File: src/rtl/psum_bus_pkg.sv
// Shared types and width helpers for the row-bus psum return path.
package psum_bus_pkg;

  localparam int DEF_DATA_WIDTH = 16;
  localparam int DEF_NUM_COL    = 4;
  localparam int DEF_NUM_ROW    = 4;

  typedef enum logic {
    CLEAR = 1'b0,
    RUN   = 1'b1
  } state_e;

  typedef logic [2*DEF_DATA_WIDTH-1:0] psum_t;

  function automatic int xid_width(input int num_col);
    return $clog2(num_col) + 1;
  endfunction

  function automatic int yid_width(input int num_row);
    return $clog2(num_row) + 1;
  endfunction

  // Width of a plain column index (0..num_col-1)
  function automatic int idx_width(input int num_col);
    return (num_col > 1) ? $clog2(num_col) : 1;
  endfunction

  localparam int DEF_XID_W = xid_width(DEF_NUM_COL);
  localparam int DEF_YID_W = yid_width(DEF_NUM_ROW);

endpackage

File: src/rtl/xbus_psum_collector_if.sv
// PE-side psum inputs and global-buffer-side psum output of one PE row.
interface xbus_psum_if #(
  parameter int DATA_WIDTH = 16,
  parameter int NUM_COL    = 4,
  parameter int NUM_ROW    = 4
);
  import psum_bus_pkg::*;

  localparam int PSW = 2 * DATA_WIDTH;
  localparam int XW  = xid_width(NUM_COL);
  localparam int YW  = yid_width(NUM_ROW);

  logic [NUM_COL*PSW-1:0] pe_psum_data;
  logic [NUM_COL-1:0]     pe_psum_valid;
  logic [NUM_COL-1:0]     pe_psum_ready;
  logic [PSW-1:0]         gb_psum_data;
  logic [XW-1:0]          gb_x_id;
  logic [YW-1:0]          gb_y_id;
  logic                   gb_psum_valid;
  logic                   gb_psum_ready;

  modport slave (
    input  pe_psum_data, pe_psum_valid, gb_psum_ready,
    output pe_psum_ready, gb_psum_data, gb_x_id, gb_y_id, gb_psum_valid
  );

  modport master (
    output pe_psum_data, pe_psum_valid, gb_psum_ready,
    input  pe_psum_ready, gb_psum_data, gb_x_id, gb_y_id, gb_psum_valid
  );

endinterface

File: src/rtl/xbus_psum_collector_rr_arbiter.sv
// Combinational round-robin pick: first set request at or above ptr, wrapping.
module rr_arbiter #(
  parameter int NUM_REQ = 4
) (
  input  logic [NUM_REQ-1:0]                          req,
  input  logic [psum_bus_pkg::idx_width(NUM_REQ)-1:0] ptr,
  output logic [psum_bus_pkg::idx_width(NUM_REQ)-1:0] grant,
  output logic                                        found
);
  import psum_bus_pkg::*;

  localparam int IW = idx_width(NUM_REQ);

  int            cand;
  logic [IW-1:0] cand_idx;

  always_comb begin
    grant    = '0;
    found    = 1'b0;
    cand     = 0;
    cand_idx = '0;
    for (int off = 0; off < NUM_REQ; off++) begin
      cand     = (int'(ptr) + off) % NUM_REQ;
      cand_idx = IW'(cand);
      if (!found && req[cand_idx]) begin
        found = 1'b1;
        grant = cand_idx;
      end
    end
  end

endmodule

File: src/rtl/xbus_psum_collector.sv
// Row psum collector: per-column capture slots drained round-robin to the global buffer.
// Optional dropped-psum counter enabled by defining PSUM_DROP_CNT_EN.
module xbus_psum_collector #(
  parameter int DATA_WIDTH = 16,
  parameter int NUM_COL    = 4,
  parameter int NUM_ROW    = 4
) (
  input  logic                   clk,
  input  logic                   rstn,
  input  logic                   flush,
  output logic                   rst_busy,
  input  logic [$clog2(NUM_ROW):0] y_id,
  xbus_psum_if.slave             bus
`ifdef PSUM_DROP_CNT_EN
  ,
  output logic [15:0]            dropped_cnt
`endif
);
  import psum_bus_pkg::*;

  localparam int PSW = 2 * DATA_WIDTH;
  localparam int XW  = xid_width(NUM_COL);
  localparam int YW  = yid_width(NUM_ROW);
  localparam int IW  = idx_width(NUM_COL);

  state_e               state_q, state_d;
  logic [IW-1:0]        clr_cnt_q, clr_cnt_d;
  logic [NUM_COL-1:0]   slot_full_q, slot_full_d;
  logic [PSW-1:0]       slot_data_q [NUM_COL];
  logic [IW-1:0]        rr_ptr_q, rr_ptr_d;
  logic                 gb_valid_q, gb_valid_d;
  logic [PSW-1:0]       gb_data_q, gb_data_d;
  logic [XW-1:0]        gb_x_q, gb_x_d;
  logic [YW-1:0]        gb_y_q, gb_y_d;
  logic [YW-1:0]        y_id_q, y_id_d;

  logic                 run;
  logic                 load_en;
  logic [NUM_COL-1:0]   pe_ready;
  logic [NUM_COL-1:0]   pe_accept;
  logic [IW-1:0]        arb_grant;
  logic                 arb_found;

  assign run       = (state_q == RUN);
  assign pe_ready  = {NUM_COL{run & ~flush}} & ~slot_full_q;
  assign pe_accept = bus.pe_psum_valid & pe_ready;
  assign load_en   = run & ~flush & (~gb_valid_q | bus.gb_psum_ready);

  rr_arbiter #(
    .NUM_REQ (NUM_COL)
  ) u_arb (
    .req   (slot_full_q),
    .ptr   (rr_ptr_q),
    .grant (arb_grant),
    .found (arb_found)
  );

  always_comb begin : ctrl_comb
    state_d   = state_q;
    clr_cnt_d = clr_cnt_q;
    case (state_q)
      CLEAR: begin
        if (flush) begin
          clr_cnt_d = '0;
        end else if (clr_cnt_q == IW'(NUM_COL - 1)) begin
          state_d   = RUN;
          clr_cnt_d = '0;
        end else begin
          clr_cnt_d = clr_cnt_q + IW'(1);
        end
      end
      RUN: begin
        if (flush) begin
          state_d   = CLEAR;
          clr_cnt_d = '0;
        end
      end
      default: begin
        state_d   = CLEAR;
        clr_cnt_d = '0;
      end
    endcase
  end

  always_comb begin : data_comb
    slot_full_d = slot_full_q;
    rr_ptr_d    = rr_ptr_q;
    gb_valid_d  = gb_valid_q;
    gb_data_d   = gb_data_q;
    gb_x_d      = gb_x_q;
    gb_y_d      = gb_y_q;
    y_id_d      = run ? y_id : y_id_q;
    if (flush) begin
      // A handshake in this cycle still completes; everything else is discarded
      slot_full_d = '0;
      gb_valid_d  = 1'b0;
    end else if (!run) begin
      slot_full_d[clr_cnt_q] = 1'b0;
    end else begin
      if (load_en) begin
        if (arb_found) begin
          gb_valid_d             = 1'b1;
          gb_data_d              = slot_data_q[arb_grant];
          gb_x_d                 = XW'(arb_grant);
          gb_y_d                 = y_id_q;
          slot_full_d[arb_grant] = 1'b0;
          rr_ptr_d = (arb_grant == IW'(NUM_COL - 1)) ? '0 : arb_grant + IW'(1);
        end else begin
          gb_valid_d = 1'b0;
        end
      end
      // Refill after free so a slot drained and recaptured this cycle stays full
      slot_full_d = slot_full_d | pe_accept;
    end
  end

  always_ff @(posedge clk or negedge rstn) begin
    if (!rstn) begin
      state_q     <= CLEAR;
      clr_cnt_q   <= '0;
      slot_full_q <= '0;
      rr_ptr_q    <= '0;
      gb_valid_q  <= 1'b0;
      gb_data_q   <= '0;
      gb_x_q      <= '0;
      gb_y_q      <= '0;
      y_id_q      <= '0;
    end else begin
      state_q     <= state_d;
      clr_cnt_q   <= clr_cnt_d;
      slot_full_q <= slot_full_d;
      rr_ptr_q    <= rr_ptr_d;
      gb_valid_q  <= gb_valid_d;
      gb_data_q   <= gb_data_d;
      gb_x_q      <= gb_x_d;
      gb_y_q      <= gb_y_d;
      y_id_q      <= y_id_d;
    end
  end

  // Slot payloads need no reset: slot_full_q qualifies them
  for (genvar gi = 0; gi < NUM_COL; gi++) begin : g_slot
    always_ff @(posedge clk) begin
      if (pe_accept[gi]) begin
        slot_data_q[gi] <= bus.pe_psum_data[gi*PSW +: PSW];
      end
    end
  end

  assign rst_busy          = (state_q == CLEAR);
  assign bus.pe_psum_ready = pe_ready;
  assign bus.gb_psum_valid = gb_valid_q;
  assign bus.gb_psum_data  = gb_data_q;
  assign bus.gb_x_id       = gb_x_q;
  assign bus.gb_y_id       = gb_y_q;

`ifdef PSUM_DROP_CNT_EN
  logic [15:0] dropped_q;
  logic [16:0] drop_add;
  logic [16:0] drop_sum;

  always_comb begin
    drop_add = 17'(gb_valid_q & ~bus.gb_psum_ready);
    for (int i = 0; i < NUM_COL; i++) begin
      drop_add = drop_add + 17'(slot_full_q[i]);
    end
    drop_sum = {1'b0, dropped_q} + drop_add;
  end

  always_ff @(posedge clk or negedge rstn) begin
    if (!rstn) begin
      dropped_q <= '0;
    end else if (flush) begin
      dropped_q <= drop_sum[16] ? 16'hFFFF : drop_sum[15:0];
    end
  end

  assign dropped_cnt = dropped_q;
`endif

endmodule

File: src/flat_wrapper.sv
// flat-port wrapper written by rule: the top's interface ports become plain ports
module xbus_psum_collector_flat import psum_bus_pkg::*;
#(
  parameter int DATA_WIDTH = 16,
  parameter int NUM_COL    = 4,
  parameter int NUM_ROW    = 4
)
  (clk, rstn, flush, rst_busy, y_id, bus_pe_psum_data, bus_pe_psum_valid, bus_gb_psum_ready, bus_pe_psum_ready, bus_gb_psum_data, bus_gb_x_id, bus_gb_y_id, bus_gb_psum_valid);
  xbus_psum_if #(.DATA_WIDTH(DATA_WIDTH), .NUM_COL(NUM_COL), .NUM_ROW(NUM_ROW)) bus_i ();
  input  logic clk;
  input  logic rstn;
  input  logic flush;
  output logic rst_busy;
  input  logic [$clog2(NUM_ROW):0] y_id;
  input wire logic [$bits(bus_i.pe_psum_data)-1:0] bus_pe_psum_data;
  input wire logic [$bits(bus_i.pe_psum_valid)-1:0] bus_pe_psum_valid;
  input wire logic [$bits(bus_i.gb_psum_ready)-1:0] bus_gb_psum_ready;
  output wire logic [$bits(bus_i.pe_psum_ready)-1:0] bus_pe_psum_ready;
  output wire logic [$bits(bus_i.gb_psum_data)-1:0] bus_gb_psum_data;
  output wire logic [$bits(bus_i.gb_x_id)-1:0] bus_gb_x_id;
  output wire logic [$bits(bus_i.gb_y_id)-1:0] bus_gb_y_id;
  output wire logic [$bits(bus_i.gb_psum_valid)-1:0] bus_gb_psum_valid;
  assign bus_i.pe_psum_data = bus_pe_psum_data;
  assign bus_i.pe_psum_valid = bus_pe_psum_valid;
  assign bus_i.gb_psum_ready = bus_gb_psum_ready;
  assign bus_pe_psum_ready = bus_i.pe_psum_ready;
  assign bus_gb_psum_data = bus_i.gb_psum_data;
  assign bus_gb_x_id = bus_i.gb_x_id;
  assign bus_gb_y_id = bus_i.gb_y_id;
  assign bus_gb_psum_valid = bus_i.gb_psum_valid;
  xbus_psum_collector #(.DATA_WIDTH(DATA_WIDTH), .NUM_COL(NUM_COL), .NUM_ROW(NUM_ROW)) u_core (.clk(clk), .rstn(rstn), .flush(flush), .rst_busy(rst_busy), .y_id(y_id), .bus(bus_i));
endmodule
File: config.mk
export PLATFORM = sky130hd
export DESIGN_NAME = xbus_psum_collector_flat
export DESIGN_NICKNAME = d
export VERILOG_FILES = /design/src/rtl/psum_bus_pkg.sv /design/src/rtl/xbus_psum_collector_if.sv /design/src/rtl/xbus_psum_collector_rr_arbiter.sv /design/src/rtl/xbus_psum_collector.sv /design/src/flat_wrapper.sv
export SDC_FILE = /design/constraint.sdc
export NUM_CORES = 1
export LEC_CHECK = 0
export CORE_AREA = 2 2 120 122
export CTS_BUF_LIST = sky130_fd_sc_hd__clkbuf_4 sky130_fd_sc_hd__clkbuf_8
export CTS_CLUSTER_DIAMETER = 200
export CTS_CLUSTER_SIZE = 25
export DETAILED_ROUTE_END_ITERATION = 8
export DIE_AREA = 0 0 122 124
export PLACE_DENSITY_LB_ADDON = 0.08
export REMOVE_ABC_BUFFERS = 1
export SLEW_MARGIN = 10
export SYNTH_ARGS = -nofsm -noshare
export SYNTH_HDL_FRONTEND = slang
export SYNTH_SLANG_ARGS = --single-unit
export TNS_END_PERCENT = 5
File: constraint.sdc
create_clock -name clk -period 2.15 [get_ports clk]
set_input_delay 0.43 -clock clk [delete_from_list [all_inputs] [get_ports clk]]
set_output_delay 0.43 -clock clk [all_outputs]
set_load 0.02 [all_outputs]
## After elaboration in Yosys (flattened, before gate mapping)

Memory sizes are Yosys's and may differ from the RTL's. A register that Yosys moved wholly into a read port is not among the register bits.
Cells that the tools add are included.

- Bits in registers: 18
- Latch bits: 0
- RAM bits: 128
- ROM bits: 0
- Input bits: 139
- Word-level logic and storage cells: 99
- Memories: 1

Memory list:

| name | words | bits a word | read ports | clocked after Yosys merged registers in | wr ports | line | RTL |
|---|---|---|---|---|---|---|---|
| u_core.slot_data_q | 4 | 32 | 1 | 1 | 4 | xbus_psum_collector.sv:29 | `logic [PSW-1:0] slot_data_q [NUM_COL];` |

- Add/sub/neg operators: 5
- Multipliers: 0
- Divide/modulo/power cells: 0
- $lt $le $gt $ge: 8
- Equality and inequality tests: 3
- Shifts and indexed selects: 0
- Multiplexer cells: 47
- Bitwise gates (word level): 14
- Reduce and logical (&&, ||, !) cells: 13

Operators by type and width:

| operator | number |
|---|---|
| 1-bit 2-to-1 mux | 25 |
| 4-bit 2-to-1 mux | 6 |
| 2-bit by 3-bit < comparator with 1-bit output, second input constant | 6 |
| 4-bit bitwise AND | 4 |
| 2-bit 2-to-1 mux | 8 |
| 4-bit NOT | 3 |
| 1-bit binary-select mux with 2-bit select | 4 |
| 2-bit by 1-bit adder with 2-bit output, second input constant | 3 |
| 1-bit logical AND | 5 |
| 2-bit adder, second input constant | 2 |
| 1-bit demux with 2-bit select | 2 |
| 2-bit == test, second input constant | 2 |
| 2-bit by 1-bit >= comparator with 1-bit output, second input constant | 2 |
| 1-bit logical NOT | 4 |
| 4-bit OR | 1 |
| 2-bit case mux with 2 select lines | 1 |
| 4-bit AND reduction | 1 |
| 2-bit nonzero test | 2 |
| 1-bit NOT | 3 |
| 1-bit bitwise AND | 2 |
| 2-bit inequality test, second input constant | 1 |
| 1-bit case mux with 2 select lines | 1 |
| 2-bit AND reduction | 1 |
| 1-bit OR | 1 |

## Logic depth before layout (Yosys ltp)

Gate-level depths: netlist of run 1.

- Word-level depth: 25
- Gate-level depth with buffers: 9
- Depth with buffers taken out: 7

## Modules after synthesis

A second synthesis of run 1 with hierarchy kept.

- Cell total of the unflattened synthesis: 343
- Area, all modules: 6899.1 um2

By module, submodules not included:

| module | times used | cells an instance | area each (um2) | seq. area each (um2) |
|---|---|---|---|---|
| xbus_psum_collector | 1 | 328 | 6821.5 | 5094.9 |
| rr_arbiter | 1 | 15 | 77.6 | 0.0 |

## Least setup slack after synthesis of run 1

Ideal clock, no wire load.

- Kind: register to register
- Start: reg u_core.state_q (netlist: u_core.run)
- End: mem u_core.slot_data_q[2][0] (netlist bit) (enable)
- Setup time: 0.393 ns
- Data arrival time: 1.594 ns
- Setup slack: 0.163 ns
- Cell stages (with the launch flop): 4
- Path buffers: 0
- Clock period less this slack: 1.987 ns
- Path through: dfrtp_1 -> inv_1 -> nor2_2 -> and3_1

RTL lines:

| element | line | RTL |
|---|---|---|
| start: declaration | xbus_psum_collector.sv:26 | `state_e state_q, state_d;` |
| start signal: assignment | xbus_psum_collector.sv:129 | `state_q <= state_d;` |
| end: declaration | xbus_psum_collector.sv:29 |  |

## Worst setup path in the final report of run 1

- Start: reg u_core.rr_ptr_q[0]
- End: reg u_core.gb_data_q[9] (netlist: u_core.bus.gb_psum_data[9]) (read register of u_core.slot_data_q)

- Word-level cells in the longest chain between the ends: 13
- Elaborated cells on any way between the ends: 26
- Those cells by class: add/sub (3); mux (16); reduce/logical (7)

RTL lines:

| element | line | RTL |
|---|---|---|
| start: declaration | xbus_psum_collector.sv:30 | `logic [IW-1:0] rr_ptr_q, rr_ptr_d;` |
| start signal: assignment | xbus_psum_collector.sv:132 | `rr_ptr_q <= rr_ptr_d;` |
| parallel branches: the longest is 13 deep, another holds 2-bit by 1-bit adder with 2-bit output | - |  |
| end: declaration | xbus_psum_collector.sv:32 | `logic [PSW-1:0] gb_data_q, gb_data_d;` |

Parallel ways; which one is timed is not known. The select of a mux whose other input is x is not followed.
A chain may end at the register's enable or synchronous reset.

==> metrics.cfg, run 1 <==
[outcome]
outcome = finished clean

[global_routing]
antenna_found_initial = 0
grt_pass1_wl_um = 24600
grt_max_degree = 33
grt.overflow.total = 0
groute.usage.overall = 0.225
grt_pass1_vias = 4599

[synthesis]
ys_async_sr_fraction = 0.281
ys.flop_type = edfxtp_1
yosysWarnings = 0
syn-instance-count = 415
ys_seq_area_frac = 0.753
synth_edf_count = 128
ys_ff_latch = 178
syn_area_per_cell_um2 = 16.3
syn_area_mm2 = 0.00677
synth.distinct_cells = 36

[place]
place.port_buffers = 181
dp_hpwl_um = 11600
gp_congestion = 0.843
placed_cell_area_mm2 = 0.00905
pre_cts_ws_ps = -34.9

[routing]
routedLengthMet1_um = 6770
routed_via_density = 5.29
wl_met2_um = 8410
met3WireLength_um = 1170
drt_iter0_drc = 310
drtPass1Iterations = 4
route.detailed.drc = 0
routed.top_layer = met4
ant_nets = 0
finalWirelength_um = 16600
post_drt_wl_per_cell_um = 20.4
vias = 4310

[timing]
fin_hold_ws_ps = 463
clock_skew_ps = 15.3
fmax_mhz = 497
tightest_slew_ps = 474
setup_violations = 0
finalWorstSetupSlack_ps = 138
slew_viol_final = 0
fin_crit_sh = 0.936
rsz0062_at_grt = false
timing.slew.headroom = 0.676
hold_viol = 0
post-route-min-period_ps = 2010

[floorplan]
dieArea_mm2 = 0.0151
core_area_mm2 = 0.0137
die_w_um = 122
start_util = 0.493
fp.dieH_um = 124
num_rows = 43
ios = 183

[cells_and_area]
nFillCells = 978
finalNetCount = 765
drive_gt1_frac = 0.120
final_common_cell = clkdlybuf4s50_1
syn_to_final_growth_pct = 39.4
fin_area_mm2 = 0.00944
layout_common_cells = clkdlybuf4s50_1 (175), edfxtp_1 (128), mux2i_1 (65)
num_antenna_cells = 0

[worst_setup_path]
worstPathArrival_ps = 2340
path_class = reg2reg
startpoint_type = flop
cp-end-kind = flop
required_ps = 2470
r2r_cells = 6
crit_fanout = 13

[clock_tree]
cts_tree = yes
htree_levels = 4
clk_latency_ps = 460
cts_buffers = 17
root_buffer = clkbuf_8
clk_pin_slew_ps = 80
cts.path.max_buffers = 2
clock-sinks = 178

[pwr]
leakagePower_nw = 3.91
fin_total_pwr_mw = 8.30
power_per_cell_area_mw_per_mm2 = 880
ir_worst_vdd_mv = 0.480

[run]
maxCapViolCount = 0

[hold_path]
worstHoldPathType = reg2reg
hold_depth = 2

==> worst max-delay path, stage by stage, from the launching register on <==
cell	delay, ps
dfrtp_1	450
nand2b_1	200
a21oi_2	290
a211o_4	320
buf_12	200
mux2i_1	270
o221ai_1	150
==> cell usage after synthesis (2+ instances only) <==
library cell / instances / area, µm²
a21oi_1: 4 / 20.0
a22oi_1: 2 / 15.0
a31o_2: 2 / 17.5
and3_1: 5 / 31.3
buf_1: 2 / 7.51
buf_2: 7 / 35.0
buf_4: 2 / 15.0
buf_6: 4 / 45.0
clkbuf_1: 7 / 26.3
dfrtp_1: 50 / 1250
edfxtp_1: 128 / 3840
ha_1: 5 / 62.6
inv_1: 8 / 30.0
mux2_2: 3 / 33.8
mux2i_1: 65 / 651
nand2_1: 48 / 180
nand2b_1: 3 / 18.8
nand3_1: 3 / 15.0
nor2_1: 14 / 52.6
o21ai_0: 6 / 30.0
o221ai_1: 32 / 280
==> path summary, 6_finish.rpt <==
kind	start	to	slack [ps]
setup reg to reg	u_core.rr_ptr_q[0]$_DFFE_PN0P_	u_core.bus.gb_psum_data[9]$_DFFE_PN0P_	140
hold reg to reg	u_core.y_id_q[2]$_DFFE_PN0P_	u_core.bus.gb_y_id[2]$_DFFE_PN0P_	460
min in group asynchronous	rstn	u_core.bus.gb_psum_data[5]$_DFFE_PN0P_	470
hold / removal	u_core.y_id_q[2]$_DFFE_PN0P_	u_core.bus.gb_y_id[2]$_DFFE_PN0P_	460
setup / recovery	u_core.rr_ptr_q[0]$_DFFE_PN0P_	u_core.bus.gb_psum_data[9]$_DFFE_PN0P_	140
max in group asynchronous	rstn	u_core.bus.gb_x_id[1]$_DFFE_PN0P_	1110
==> what timing repair did <==
item	CTS	global route
pin swaps	0	1
gates resized for setup	4	3
buffers inserted	0	0
hold endpoints to repair	18	0
hold buffers	1	0
endpoints found under the setup margin	4	18
cloned	0	1
==> flip-flops by register name (all words and copies together), names as in the netlist <==
register                  count
u_core.slot_full_q            4
u_core.bus.gb_y_id            3
u_core.y_id_q                 3
u_core.bus.gb_x_id            2
u_core.rr_ptr_q               2
u_core.run                    1
u_core.clr_cnt_q              2
u_core.slot_data_q          128
u_core.bus.gb_psum_valid      1
u_core.bus.gb_psum_data      32
==> area by class of cell <==
class | count | area (µm²) | area share
flip-flops and latches | 178 | 5090 | 0.540
clock buffers | 27 | 334 | 0.0354
clock inverters | 5 | 27.5 | 0.00292
inverters | 9 | 33.8 | 0.00358
repair buffers | 208 | 2170 | 0.230
well taps | 180 | 225 | 0.0239
multi-input cells | 207 | 1550 | 0.164
==> power breakdown <==
part	leakage [nW]	internal (mW)	switching, mW	total (mW)
Clock	0.194	0.993	1.09	2.08
Combinational	1.90	1.02	0.908	1.93
Sequential	1.81	4.05	0.241	4.29
Total	3.91	6.06	2.24	8.30
==> metal layers <==
layer | track usage | vias up
met4 | 0.0726 | 0
met5 | 0 | -
met1 | 0.284 | 2121
met2 | 0.381 | 182
met3 | 0.0591 | 19
li1 | - | 1988
==> metrics by stage <==
step | instances | TNS [ps] | utilization
after global placement | 780 | -22.6 | 0.659
final | 814 | 0 | 0.688
after CTS | 813 | 0 | 0.686
after global routing | 814 | 0 | 0.688
after detailed placement | 780 | -208 | 0.659
after floorplan | 393 | -52820 | -
==> cell families (layout without fill, tap and decap cells) <==
group,after synthesis,count (layout),synth area share
fa+ha+maj,5,5,0.00925
flops,178,178,0.753
compound gates,54,55,0.0634
buf+inv,31,249,0.0240
simple gates,78,78,0.0486
mux,68,68,0.101
other cells,1,1,0.000554
Note: power is estimated with default switching activity, not from simulation.
==> run 2: changes to the inputs <==
--- a/config.mk
+++ b/config.mk
@@ -5,16 +5,17 @@
 export SDC_FILE = /design/constraint.sdc
 export NUM_CORES = 1
 export LEC_CHECK = 0
-export CORE_AREA = 2 2 120 122
+export CORE_AREA = 2 2 121 123
 export CTS_BUF_LIST = sky130_fd_sc_hd__clkbuf_4 sky130_fd_sc_hd__clkbuf_8
 export CTS_CLUSTER_DIAMETER = 200
 export CTS_CLUSTER_SIZE = 25
 export DETAILED_ROUTE_END_ITERATION = 8
-export DIE_AREA = 0 0 122 124
+export DIE_AREA = 0 0 123 125
 export PLACE_DENSITY_LB_ADDON = 0.08
 export REMOVE_ABC_BUFFERS = 1
 export SLEW_MARGIN = 10
 export SYNTH_ARGS = -nofsm -noshare
 export SYNTH_HDL_FRONTEND = slang
+export SYNTH_HIERARCHICAL = 1
 export SYNTH_SLANG_ARGS = --single-unit
 export TNS_END_PERCENT = 5
==> run 2 against run 1 <==
  * The flow now finishes with violations (setup timing)
  * Worst hold slack better by 44 ps
  * Setup slack lost 140 ps
  * Design area up 2.3%
  * Total power rose by 0.40%
  * Largest cell class unchanged
==> metrics.cfg, run 2 <==
[timing]
slew_viol_final = 0
setup_violations = 1
fin_crit_sh = 1.00
hold_viol = 0
clock_skew_ps = 12.7
timing.slew.headroom = 0.613
fmax_mhz = 465
tightest_slew_ps = 581
rsz0062_at_grt = true
post-route-min-period_ps = 2150
finalWorstSetupSlack_ps = -0.914

[worst_setup_path]
cp-end-kind = flop
r2r_cells = 5
required_ps = 2480
crit_fanout = 18
reg2reg_slack_ps = -0.9
path_class = reg2reg
rr_startpoint = u_core/slot_full_q[2]$_DFF_PN0_
startpoint_type = flop
r2r_end = u_core/bus.gb_psum_data[16]$_DFFE_PN0P_
worstPathArrival_ps = 2480

[synthesis]
synth.distinct_cells = 32
ys_seq_area_frac = 0.738
synth_edf_count = 128
yosysWarnings = 6
ys_async_sr_fraction = 0.281
syn-instance-count = 343
ys_top_cells_by_area = edfxtp_1 (56%), dfrtp_1 (18%), mux4_2 (10%)
post-synth-top-count-cell = edfxtp_1
yosysTopAreaCellShare = 0.557
ys.flop_type = edfxtp_1
syn_area_per_cell_um2 = 20.1
ys_ff_latch = 178
yosysTopAreaCell = edfxtp_1
syn_area_mm2 = 0.00690
synth_common_cells = edfxtp_1 (128), dfrtp_1 (50), mux2_2 (32), mux4_2 (32)

[cells_and_area]
largest_reg_flops = 128
finalNetCount = 701
fin_area_mm2 = 0.00966
num_antenna_cells = 0
layout_common_cells = clkdlybuf4s50_1 (176), edfxtp_1 (128), dfrtp_1 (49)
drive_gt1_frac = 0.256
syn_to_final_growth_pct = 40.0
regMostFlops = u_core/slot_data_q
final_common_cell = clkdlybuf4s50_1
stdcell_count = 751
post-route-util = 0.680

[floorplan]
core_area_mm2 = 0.0142
fp.dieH_um = 125
num_rows = 44
dieArea_mm2 = 0.0154
start_util = 0.486
ios = 183
die_w_um = 123

[clock_tree]
cts_buffers = 17
clk_latency_ps = 440
root_buffer = clkbuf_8
cts.path.max_buffers = 2
clock-sinks = 178
cts_tree = yes
clk_pin_slew_ps = 80
htree_levels = 4

[pwr]
fin_total_pwr_mw = 8.33
leakagePower_nw = 3.58
power_per_cell_area_mw_per_mm2 = 863
ir_worst_vdd_mv = 0.467

[outcome]
violations = setup timing
outcome = finished, violations left

[place]
place.port_buffers = 181
dp.cells = 714
dp_hpwl_um = 10200
gp_congestion = 0.819
placed_cell_area_mm2 = 0.00917

[routing]
route.detailed.drc = 0
vias = 3897
drtPass1Iterations = 5
routed_via_density = 5.19
finalWirelength_um = 15200
drt_iter0_drc = 245
post_drt_wl_per_cell_um = 20.2
ant_nets = 0

[run]
maxCapViolCount = 0

[global_routing]
groute.usage.overall = 0.206
antenna_found_initial = 0
grt.overflow.total = 0
grt_max_degree = 33
grt_pass1_vias = 4290
grt_pass1_wl_um = 22900

[hold_path]
worstHoldPathType = in2async

[run 2: worst max-delay path by stage]
stage / from / to / slack [ps]
2_1_floorplan: u_core/slot_full_q[1]$_DFF_PN0_ / u_core/bus.gb_psum_data[10]$_DFFE_PN0P_ / -2670
3_3_place_gp: flush / bus_pe_psum_ready[2] / -40
3_5_place_dp: flush / bus_pe_psum_ready[2] / -40
4_1_cts: u_core/slot_full_q[1]$_DFF_PN0_ / u_core/bus.gb_psum_data[16]$_DFFE_PN0P_ / -6
5_1_grt: u_core/slot_full_q[2]$_DFF_PN0_ / u_core/bus.gb_psum_data[16]$_DFFE_PN0P_ / -70
6_report: u_core/slot_full_q[2]$_DFF_PN0_ / u_core/bus.gb_psum_data[16]$_DFFE_PN0P_ / -0.9
[run 2: cell type report]
cell class                 instances  area (µm²)
clock buffer                      27         328
clock inverter                     5        78.8
fill                             974        4550
inverter                          15        56.3
multi-input combinational        133        1690
sequential                       178        5100
tap                              184         230
timing repair buffer             209        2170
[run 2: worst max-delay path: stages (launching register included)]
cell and delay (ps):
dfrtp_1 420, a221o_1 360, a21oi_4 200, buf_12 220
mux4_2 540, mux2_4 280
[run 2: layer usage]
| metal | vias to the layer above | wire length [µm] | global-route usage |
|---|---|---|---|
| li1 | 1750 | - | - |
| met1 | 1998 | 6050 | 0.254 |
| met2 | 131 | 7960 | 0.345 |
| met3 | 18 | 879 | 0.0611 |
| met4 | 0 | 301 | 0.0775 |
| met5 | - | 0 | 0 |
[run 2: metrics by stage]
step,hold slack [ps],setup TNS [ps],setup slack (ps)
floorplan,134,-301530,-2670
global route,501,-1090,-70.0
global placement,458,-173,-39.1
finish,507,-0.914,-0.914
CTS,500,-6.11,-6.11
detailed placement,468,-187,-44.2
[run 2: timing repair]
item	CTS	global route
hold buffers	1	0
gates cloned	0	2
endpoints found under the setup margin	14	36
buffers inserted	0	2
endpoints found under the hold margin	20	0
resized for setup	5	8
pin swaps	2	1
[run 2: power by group]
part / internal [mW] / switching (mW)
registers: 4.00 / 0.161
clock network: 1.22 / 1.10
logic: 1.07 / 0.779
[run 2: kinds of logic (layout without fill, tap and decap cells)]
family | count (synthesis) | count (layout) | share of synthesized area
DFF | 178 | 178 | 0.738
and+or+nand+nor | 29 | 29 | 0.0241
muxes | 75 | 75 | 0.180
xor gates and xnor gates | 1 | 1 | 0.00127
adders and majority gates | 8 | 8 | 0.0145
other | 1 | 1 | 0.000544
AOI/OAI and AO/OA | 19 | 19 | 0.0178
buffers and inverters | 32 | 256 | 0.0234
==> run 3: changes to the inputs <==
--- a/config.mk
+++ b/config.mk
@@ -5,12 +5,15 @@
 export SDC_FILE = /design/constraint.sdc
 export NUM_CORES = 1
 export LEC_CHECK = 0
-export CORE_AREA = 2 2 121 123
+export CELL_PAD_IN_SITES_DETAIL_PLACEMENT = 2
+export CELL_PAD_IN_SITES_GLOBAL_PLACEMENT = 2
+export CORE_AREA = 2 2 142 144
 export CTS_BUF_LIST = sky130_fd_sc_hd__clkbuf_4 sky130_fd_sc_hd__clkbuf_8
 export CTS_CLUSTER_DIAMETER = 200
 export CTS_CLUSTER_SIZE = 25
 export DETAILED_ROUTE_END_ITERATION = 8
-export DIE_AREA = 0 0 123 125
+export DIE_AREA = 0 0 144 146
+export GPL_ROUTABILITY_DRIVEN = 1
 export PLACE_DENSITY_LB_ADDON = 0.08
 export REMOVE_ABC_BUFFERS = 1
 export SLEW_MARGIN = 10
==> run 3 against run 2 <==
  * Setup slack got worse by 89 ps
  * Design area grew 1.9%
  * Global-route usage decreased by 2.4 points
  * Cell count rose by 12%
  * The flow still finishes with violations (setup timing)
  * Die area increased by 37%
  * Utilization down 17 points
  * Total power up 2.1%
  * Critical path type unchanged
  * Critical path depth up 1
==> metrics.cfg, run 3 (synthesized netlist as in run 2, its figures left out) <==
[routing]
routed_via_density = 4.75
post_drt_wl_per_cell_um = 22.5
drt_iter0_drc = 143
finalWirelength_um = 18900
route.detailed.drc = 0
ant_nets = 0
drtPass1Iterations = 6
vias = 3983

[floorplan]
start_util = 0.357
fp.dieH_um = 146
core_area_mm2 = 0.0193
num_rows = 51
dieArea_mm2 = 0.0210
die_w_um = 144
ios = 183

[global_routing]
grt.overflow.total = 0
grt_pass1_wl_um = 27400
grt_pass1_vias = 4582
antenna_found_initial = 2
grt_max_degree = 51
groute.usage.overall = 0.182

[timing]
fmax_mhz = 447
fin_tns_setup_ps = -1850
finalWorstSetupSlack_ps = -89.5
clock_skew_ps = 12.7
setup_violations = 32
post-route-min-period_ps = 2240
fin_crit_sh = 1.04
fin_hold_ws_ps = 495
rsz0062_at_grt = true
slew_viol_final = 0
hold_viol = 0

[clock_tree]
clk_latency_ps = 470
clk_pin_slew_ps = 100
clock-sinks = 178
htree_levels = 4
cts_buffers = 17
root_buffer = clkbuf_8
cts_tree = yes
cts.path.max_buffers = 2

[pwr]
switching_share = 0.274
ir_worst_vdd_mv = 0.415
power.internal_mw = 6.18
leakagePower_nw = 3.61
p_sw_mw = 2.33
fin_total_pwr_mw = 8.51
power_frac_comb = 0.226
power_per_cell_area_mw_per_mm2 = 865
p_seq_frac = 0.492
clkPwrFrac = 0.283

[cells_and_area]
area.sequential_mm2 = 0.00510
regMostFlops = u_core/slot_data_q
drive_gt1_frac = 0.268
layout_common_cells = clkdlybuf4s50_1 (176), edfxtp_1 (128), dfrtp_1 (49)
num_antenna_cells = 0
stdcell_count = 839
fin_area_mm2 = 0.00984
largest_reg_flops = 128
nFillCells = 1786
multi_input_area_mm2 = 0.00169
syn_to_final_growth_pct = 42.6
final_common_cell = clkdlybuf4s50_1
finalNetCount = 708
post-route-util = 0.509

[place]
placed_cell_area_mm2 = 0.00926
dp.cells = 800
dp_hpwl_um = 12900
gp_congestion = 0.752
pre_cts_ws_ps = -134
place.port_buffers = 181

[run]
maxCapViolCount = 0

[worst_setup_path]
cp-end-kind = flop
required_ps = 2510
worstPathArrival_ps = 2590
startpoint_type = flop
crit_fanout = 6
path_class = reg2reg

[outcome]
violations = setup timing
outcome = finished, violations left

[hold_path]
worstHoldPathType = in2async

[run 3: cell count changes in the layout (fill, tap and decap cells not counted), moves of 3 or more]
cell	previous run	this run
buf_12	10	5
buf_4	15	19
buf_6	0	5
clkbuf_4	7	0
clkbuf_8	20	17
inv_6	0	5
inv_8	0	3
[run 3: final timing paths]
kind,depth (start not counted),start,endpoint,slack (ps)
max,6,u_core/slot_full_q[2]$_DFF_PN0_,u_core/bus.gb_psum_data[0]$_DFFE_PN0P_,-90
min,3,rstn,u_core/bus.gb_psum_data[9]$_DFFE_PN0P_,490
min reg2reg,1,u_core/y_id_q[2]$_DFFE_PN0P_,u_core/bus.gb_y_id[2]$_DFFE_PN0P_,510
max reg2reg,6,u_core/slot_full_q[2]$_DFF_PN0_,u_core/bus.gb_psum_data[0]$_DFFE_PN0P_,-90
min in group clk,1,bus_pe_psum_data[31],u_core/slot_data_q[0][31]$_DFFE_PP_,510
max in group asynchronous,3,rstn,u_core/run$_DFF_PN0_,1340
[run 3: layout make-up]
type                    instances  share of cell area
repair buffers                216               0.228
well taps                     265              0.0337
flip-flops and latches        178               0.518
inverters                      15             0.00572
clock inverters                15              0.0189
clock buffers                  17              0.0238
multi-input cells             133               0.172
[run 3: worst max-delay path, cell delays in order (launching register included)]
cell       delay, ps
dfrtp_1          420
a221o_1          400
a21oi_4          200
buf_12           170
clkbuf_16        160
mux4_2           490
mux2_2           280
[run 3: routing by layer]
| layer | routed length (µm) | vias up | track usage |
|---|---|---|---|
| met5 | 0 | - | 0 |
| met4 | 166 | 0 | 0.0500 |
| met3 | 1300 | 13 | 0.0605 |
| met2 | 10100 | 126 | 0.321 |
| met1 | 7360 | 2080 | 0.210 |
| li1 | - | 1764 | - |
[run 3: timing repair]
| item | 4_1_cts | 5_1_grt |
|---|---|---|
| hold buffers | 1 | 0 |
| setup buffers | 0 | 2 |
| pin swaps | 2 | 2 |
| endpoints found under the hold margin | 50 | 0 |
| endpoints found under the setup margin | 39 | 41 |
| resized for setup | 12 | 6 |
| cloned | 0 | 4 |
[run 3: power groups by stage]
stage	Clock, mW	Combinational, mW	Sequential, mW
6_report	2.40	1.92	4.18
5_1_grt	2.62	2.05	4.22
3_5_place_dp	0	1.87	4.26
4_1_cts	2.51	1.89	4.18
2_1_floorplan	0	0.582	4.50
3_3_place_gp	0	1.82	4.24
